## config.mk

```make
export PLATFORM = sky130hd
export DESIGN_NAME = enokida_trace_buffer
export DESIGN_NICKNAME = d
export VERILOG_FILES = /design/src/rtl/enokida_trace_buffer.sv
export SDC_FILE = /design/constraint.sdc
export NUM_CORES = 2
export LEC_CHECK = 0
export CAP_MARGIN = 20
export CORE_ASPECT_RATIO = 1.25
export CORE_MARGIN = 4
export CORE_UTILIZATION = 65
export CTS_CLUSTER_SIZE = 14
export DETAILED_ROUTE_END_ITERATION = 7
export MAX_ROUTING_LAYER = met4
export PLACE_DENSITY = 0.84
export SETUP_SLACK_MARGIN = 0.4
export SLEW_MARGIN = 20
export SYNTH_ARGS = -nofsm -noshare
export SYNTH_HDL_FRONTEND = slang
export SYNTH_SLANG_ARGS = --single-unit
```

## constraint.sdc

```tcl
create_clock -name clk -period 36.9 [get_ports clk]
set_input_delay 9.225 -clock clk [delete_from_list [all_inputs] [get_ports clk]]
set_output_delay 9.225 -clock clk [all_outputs]
set_load 0.02 [all_outputs]
```

## src/rtl/enokida_trace_buffer.sv

```systemverilog
// Trace packet FIFO feeding the trace-assisted cache: captures tracer packets and
// replays them as registered data plus a one-cycle trace_ready strobe, paced and lockable.
module enokida_trace_buffer #(
    parameter int TRACE_WIDTH = 160,
    parameter int DEPTH       = 16,
    parameter int GAP_CYCLES  = 1
) (
    input  logic                      clk,
    input  logic                      rst,
    input  logic [TRACE_WIDTH-1:0]    trace_in_data,
    input  logic                      trace_in_valid,
    input  logic                      trace_capture_enable,
    input  logic                      lock,
    input  logic                      flush,
    output logic [TRACE_WIDTH-1:0]    trace_out,
    output logic                      trace_ready,
    output logic                      fifo_full,
    output logic                      fifo_empty,
    output logic [$clog2(DEPTH):0]    fifo_count,
    output logic [31:0]               overflow_count
);

    localparam int PW = $clog2(DEPTH);
    localparam int CW = PW + 1;
    localparam logic [3:0] GAP_LOAD = (GAP_CYCLES > 0) ? 4'(GAP_CYCLES - 1) : 4'd0;

    typedef enum logic [1:0] {IDLE, PRESENT, GAP} state_t;

    logic [TRACE_WIDTH-1:0] mem_q [DEPTH];
    logic [PW-1:0]          wr_ptr_q, wr_ptr_d;
    logic [PW-1:0]          rd_ptr_q, rd_ptr_d;
    logic [CW-1:0]          count_q, count_d;
    logic [31:0]            ovf_q, ovf_d;
    state_t                 state_q;
    logic                   ready_q;
    logic [TRACE_WIDTH-1:0] out_q;
    logic [3:0]             gap_q;
    logic                   req, full, push, drop, pop;

    always_comb begin
        req  = trace_in_valid && trace_capture_enable && !flush;
        full = (count_q == CW'(DEPTH));
        push = req && !full;
        drop = req && full;
        pop  = (state_q == IDLE) && (count_q != '0) && !lock && !flush;

        wr_ptr_d = wr_ptr_q;
        rd_ptr_d = rd_ptr_q;
        count_d  = count_q;
        ovf_d    = ovf_q;
        if (flush) begin
            rd_ptr_d = wr_ptr_q;
            count_d  = '0;
        end else begin
            if (push) wr_ptr_d = wr_ptr_q + 1'b1;
            if (pop)  rd_ptr_d = rd_ptr_q + 1'b1;
            case ({push, pop})
                2'b10:   count_d = count_q + 1'b1;
                2'b01:   count_d = count_q - 1'b1;
                default: count_d = count_q;
            endcase
        end
        if (drop && (ovf_q != '1)) ovf_d = ovf_q + 1'b1;
    end

    always_ff @(posedge clk) begin
        if (push) mem_q[wr_ptr_q] <= trace_in_data;
    end

    always_ff @(posedge clk) begin
        if (rst) begin
            wr_ptr_q <= '0;
            rd_ptr_q <= '0;
            count_q  <= '0;
            ovf_q    <= '0;
        end else begin
            wr_ptr_q <= wr_ptr_d;
            rd_ptr_q <= rd_ptr_d;
            count_q  <= count_d;
            ovf_q    <= ovf_d;
        end
    end

    // Read FSM; lock is only consulted in IDLE so a started strobe/gap always completes.
    always_ff @(posedge clk) begin
        if (rst) begin
            state_q <= IDLE;
            ready_q <= 1'b0;
            out_q   <= '0;
            gap_q   <= '0;
        end else if (flush) begin
            state_q <= IDLE;
            ready_q <= 1'b0;
        end else begin
            case (state_q)
                IDLE: begin
                    if (pop) begin
                        out_q   <= mem_q[rd_ptr_q];
                        ready_q <= 1'b1;
                        state_q <= PRESENT;
                    end
                end
                PRESENT: begin
                    ready_q <= 1'b0;
                    if (GAP_CYCLES == 0) begin
                        state_q <= IDLE;
                    end else begin
                        gap_q   <= GAP_LOAD;
                        state_q <= GAP;
                    end
                end
                GAP: begin
                    if (gap_q == '0) state_q <= IDLE;
                    else             gap_q   <= gap_q - 1'b1;
                end
                default: begin
                    state_q <= IDLE;
                    ready_q <= 1'b0;
                end
            endcase
        end
    end

    assign trace_out      = out_q;
    assign trace_ready    = ready_q;
    assign fifo_full      = full;
    assign fifo_empty     = (count_q == '0);
    assign fifo_count     = count_q;
    assign overflow_count = ovf_q;

endmodule

```

==> run metrics <==
Total Nets Final 5532; GRT met2 Usage 56.5%; crit-path cells clkdlybuf4s50_1 > nand3b_1 > o21ba_2 > nand2_1 > nor2_4 > buf_4 > buf_4; first-pass GRT wire length 403000 um; Top cell by count, worst path buf_4; setup TNS 0 ns; ranking of synthesized cells by area edfxtp_1 (74%), mux4_2 (14%), dfxtp_1 (4.1%); final hold vios 0; die area 0.166 sq mm; share of the synthesized area in the top cell type 74.3%; post-synthesis instance area 0.103 sq mm; Syn Area/Cell 20.9 sq um; CTS Hold Bufs 0; pwr/cell area 52.5 mW/mm^2; worst path required time 37.38 ns; period utilisation layout 36.3%; reg-to-reg startpoint rd_ptr_q[0]$_SDFFE_PP0P_; # port buffers 365; vias post-DR 55000; Async SR Flop Fraction 0%; Clk Latency, worst-skew pair 0.88 ns; vias in the first global route 57100; number of primary I/O pins 366; LEAKAGE 35.6 nW; max cap viols 0; synth warn 0; Worst path max stage delay 0.87 ns; RSZ-0062 raised after global routing no; CTS buffer count 235; Fillers 7797; initial antenna violation count 55; Slew Limit Fails 0; Hold Crit Depth 2; Hold Worst Slack 0.455 ns; Slew HR 19.3%; CTS tree yes; wire per inst 36.7 um; delay-heaviest family, CP buffers and inverters; Area growth syn-to-layout 13.4%; status finished, final reports clean; Synth Register Bits 2772; Syn Inst Count 4948; worst path bufs/invs 3; clk sinks 2772; top cell type by total area after synthesis edfxtp_1; largest net degree at the start of global routing 159; Min-Delay Path Class reg2reg; reg2reg end trace_out[1]$_SDFFE_PP0P_; achievable frequency 0.0746 GHz; ys flop type edfxtp_1; DRC viols 0; Root Buffer Master clkbuf_16; Cell variety after synth 45; CTS resizes 0; post-CTS setup buffer count 0; GRT Resource Usage Total 35.3%; met3 usage 7.45%; Std-Cell Rows 163; count leader, synth edfxtp_1; met1 GRT Util 43.3%; Worst Tran Pin Value 1.21 ns; Initial DRC Count 9058; H-tree depth 4; initial core utilization 65.4%; core footprint 0.158 sq mm; global route hottest layer met2; GRT Residual Overflow 0; setup slack, reg-to-reg 32.11 ns; Hold EP trace_out[101]$_SDFFE_PP0P_; post-DP HPWL 137000 um; CP Data Arrival Time 13.88 ns; Setup Viol. Count Final 0; slowest CP cell nor2_4; layout cells sized above 1 19.7%; Net Count, Synth 5126; worst min-delay path startpoint trace_out[101]$_SDFFE_PP0P_; drt pass-1 iters 7; Max VDD drop 0.0539 mV; worst r2r path cells 8; Setup Skew 0.0340 ns; sequential area share after synthesis 78.4%; die width 365 um; Synth top cells by count edfxtp_1 (2560), mux4_2 (640), nand2_1 (497), a22oi_1 (318), dfxtp_1 (212); clock slew at reported path FFs 0.06 ns; CP Max Fanout 51; Vias/cell 7.15; ANT nets after route 0; min cycle time layout 13.40 ns; Post-synth EDFFs 2560; final RePlAce weighted congestion 0.814; CP Launch Type input pin; Setup CP Type in2reg; routed wire length 282000 um; Clock Tree Buf Depth 3; critical path capture point type register; die height 454 um
[worst reg2reg max path, cell delays in order, from the launching register on]
cell	delay, ns
dfxtp_4	0.82
buf_4	0.88
buf_6	0.72
buf_4	0.79
mux4_2	0.62
a22oi_1	0.44
nand2_1	0.16
nand2_1	0.12
a21oi_1	0.08
[cells by family (layout without fill, tap and decap cells)]
family / count (synthesis) / after routing / share of synthesized area (%)
AOI/OAI and AO/OA: 552 / 552 / 3.52
xor gates and xnor gates: 13 / 13 / 0.110
adders and majority gates: 12 / 12 / 0.152
buffers and inverters: 303 / 916 / 1.12
DFF: 2772 / 2772 / 78.4
muxes: 650 / 650 / 14.0
other: 0 / 65 / 0
and+or+nand+nor: 646 / 646 / 2.61
[report_power, final]
part           internal [mW]  switching [mW]
Clock                   1.35            1.12
Sequential              3.44         0.00697
Combinational          0.101           0.142
Total                   4.89            1.27
[routing by layer]
| layer | vias up | wire, um | share of wire (%) |
|---|---|---|---|
| met1 | 28100 | 87700 | 31 |
| met5 | - | 0 | 0 |
| met2 | 4801 | 147000 | 52 |
| li1 | 21300 | - | - |
| met4 | 0 | 15200 | 5.4 |
| met3 | 797 | 32500 | 12 |
[layout make-up]
class / instances / area [sq um] / area share (%)
well taps: 2062 / 2580 / 2.20
clock inverters: 52 / 609 / 0.520
inverters: 16 / 67.6 / 0.0576
clock buffers: 392 / 6990 / 5.96
diodes: 65 / 163 / 0.139
repair buffers: 456 / 4470 / 3.81
multi-input cells: 1873 / 21300 / 18.1
flip-flops and latches: 2772 / 81100 / 69.2
[cells in the final DEF, fill, tap and decap left out, types with 11 or more instances in the layout]
cell	instances
nand2_1	497
edfxtp_1	2560
ha_1	11
clkdlybuf4s50_1	364
nor2_1	36
dfxtp_1	209
clkbuf_1	110
a21oi_1	194
diode_2	65
mux4_2	640
clkbuf_16	239
inv_1	15
a22oi_1	318
o31ai_1	17
buf_4	78
or4_1	18
nor2_4	13
nor2b_1	11
clkinv_2	21
clkbuf_8	43
[how the worst max path moves through the flow]
stage | start | end | slack, ns | cells past startpoint
2_1_floorplan | flush | mem_q[3][0]$_DFFE_PP_ | 15.17 | 5
6_report | flush | mem_q[8][64]$_DFFE_PP_ | 23.50 | 7
3_5_place_dp | flush | mem_q[8][64]$_DFFE_PP_ | 22.82 | 7
5_1_grt | flush | mem_q[8][66]$_DFFE_PP_ | 23.45 | 7
4_1_cts | flush | mem_q[8][77]$_DFFE_PP_ | 23.68 | 7
3_3_place_gp | flush | mem_q[8][64]$_DFFE_PP_ | 22.89 | 7
[sequential cells by signal (all words and copies together), names as in the netlist]
name	count
state_q	2
rd_ptr_q	4
mem_q	2560
wr_ptr_q	4
fifo_count	5
trace_ready	1
overflow_count	32
trace_out	160
gap_q	4
[per-stage QoR]
| step | std cells | cell area [sq um] | power (mW) | util, % | setup slack, ns |
|---|---|---|---|---|---|
| 2_1_floorplan | 4948 | 103000 | 3.64 | - | 15.17 |
| 3_3_place_gp | 7177 | 109000 | 3.74 | 69.3 | 22.89 |
| 3_5_place_dp | 7178 | 109000 | 3.74 | 69.3 | 22.82 |
| 4_1_cts | 7622 | 117000 | 6.16 | 74.1 | 23.68 |
| 5_1_grt | 7680 | 117000 | 6.33 | 74.2 | 23.45 |
| 6_report | 7688 | 117000 | 6.16 | 74.2 | 23.50 |
Note: power is estimated with default switching activity, not from simulation.
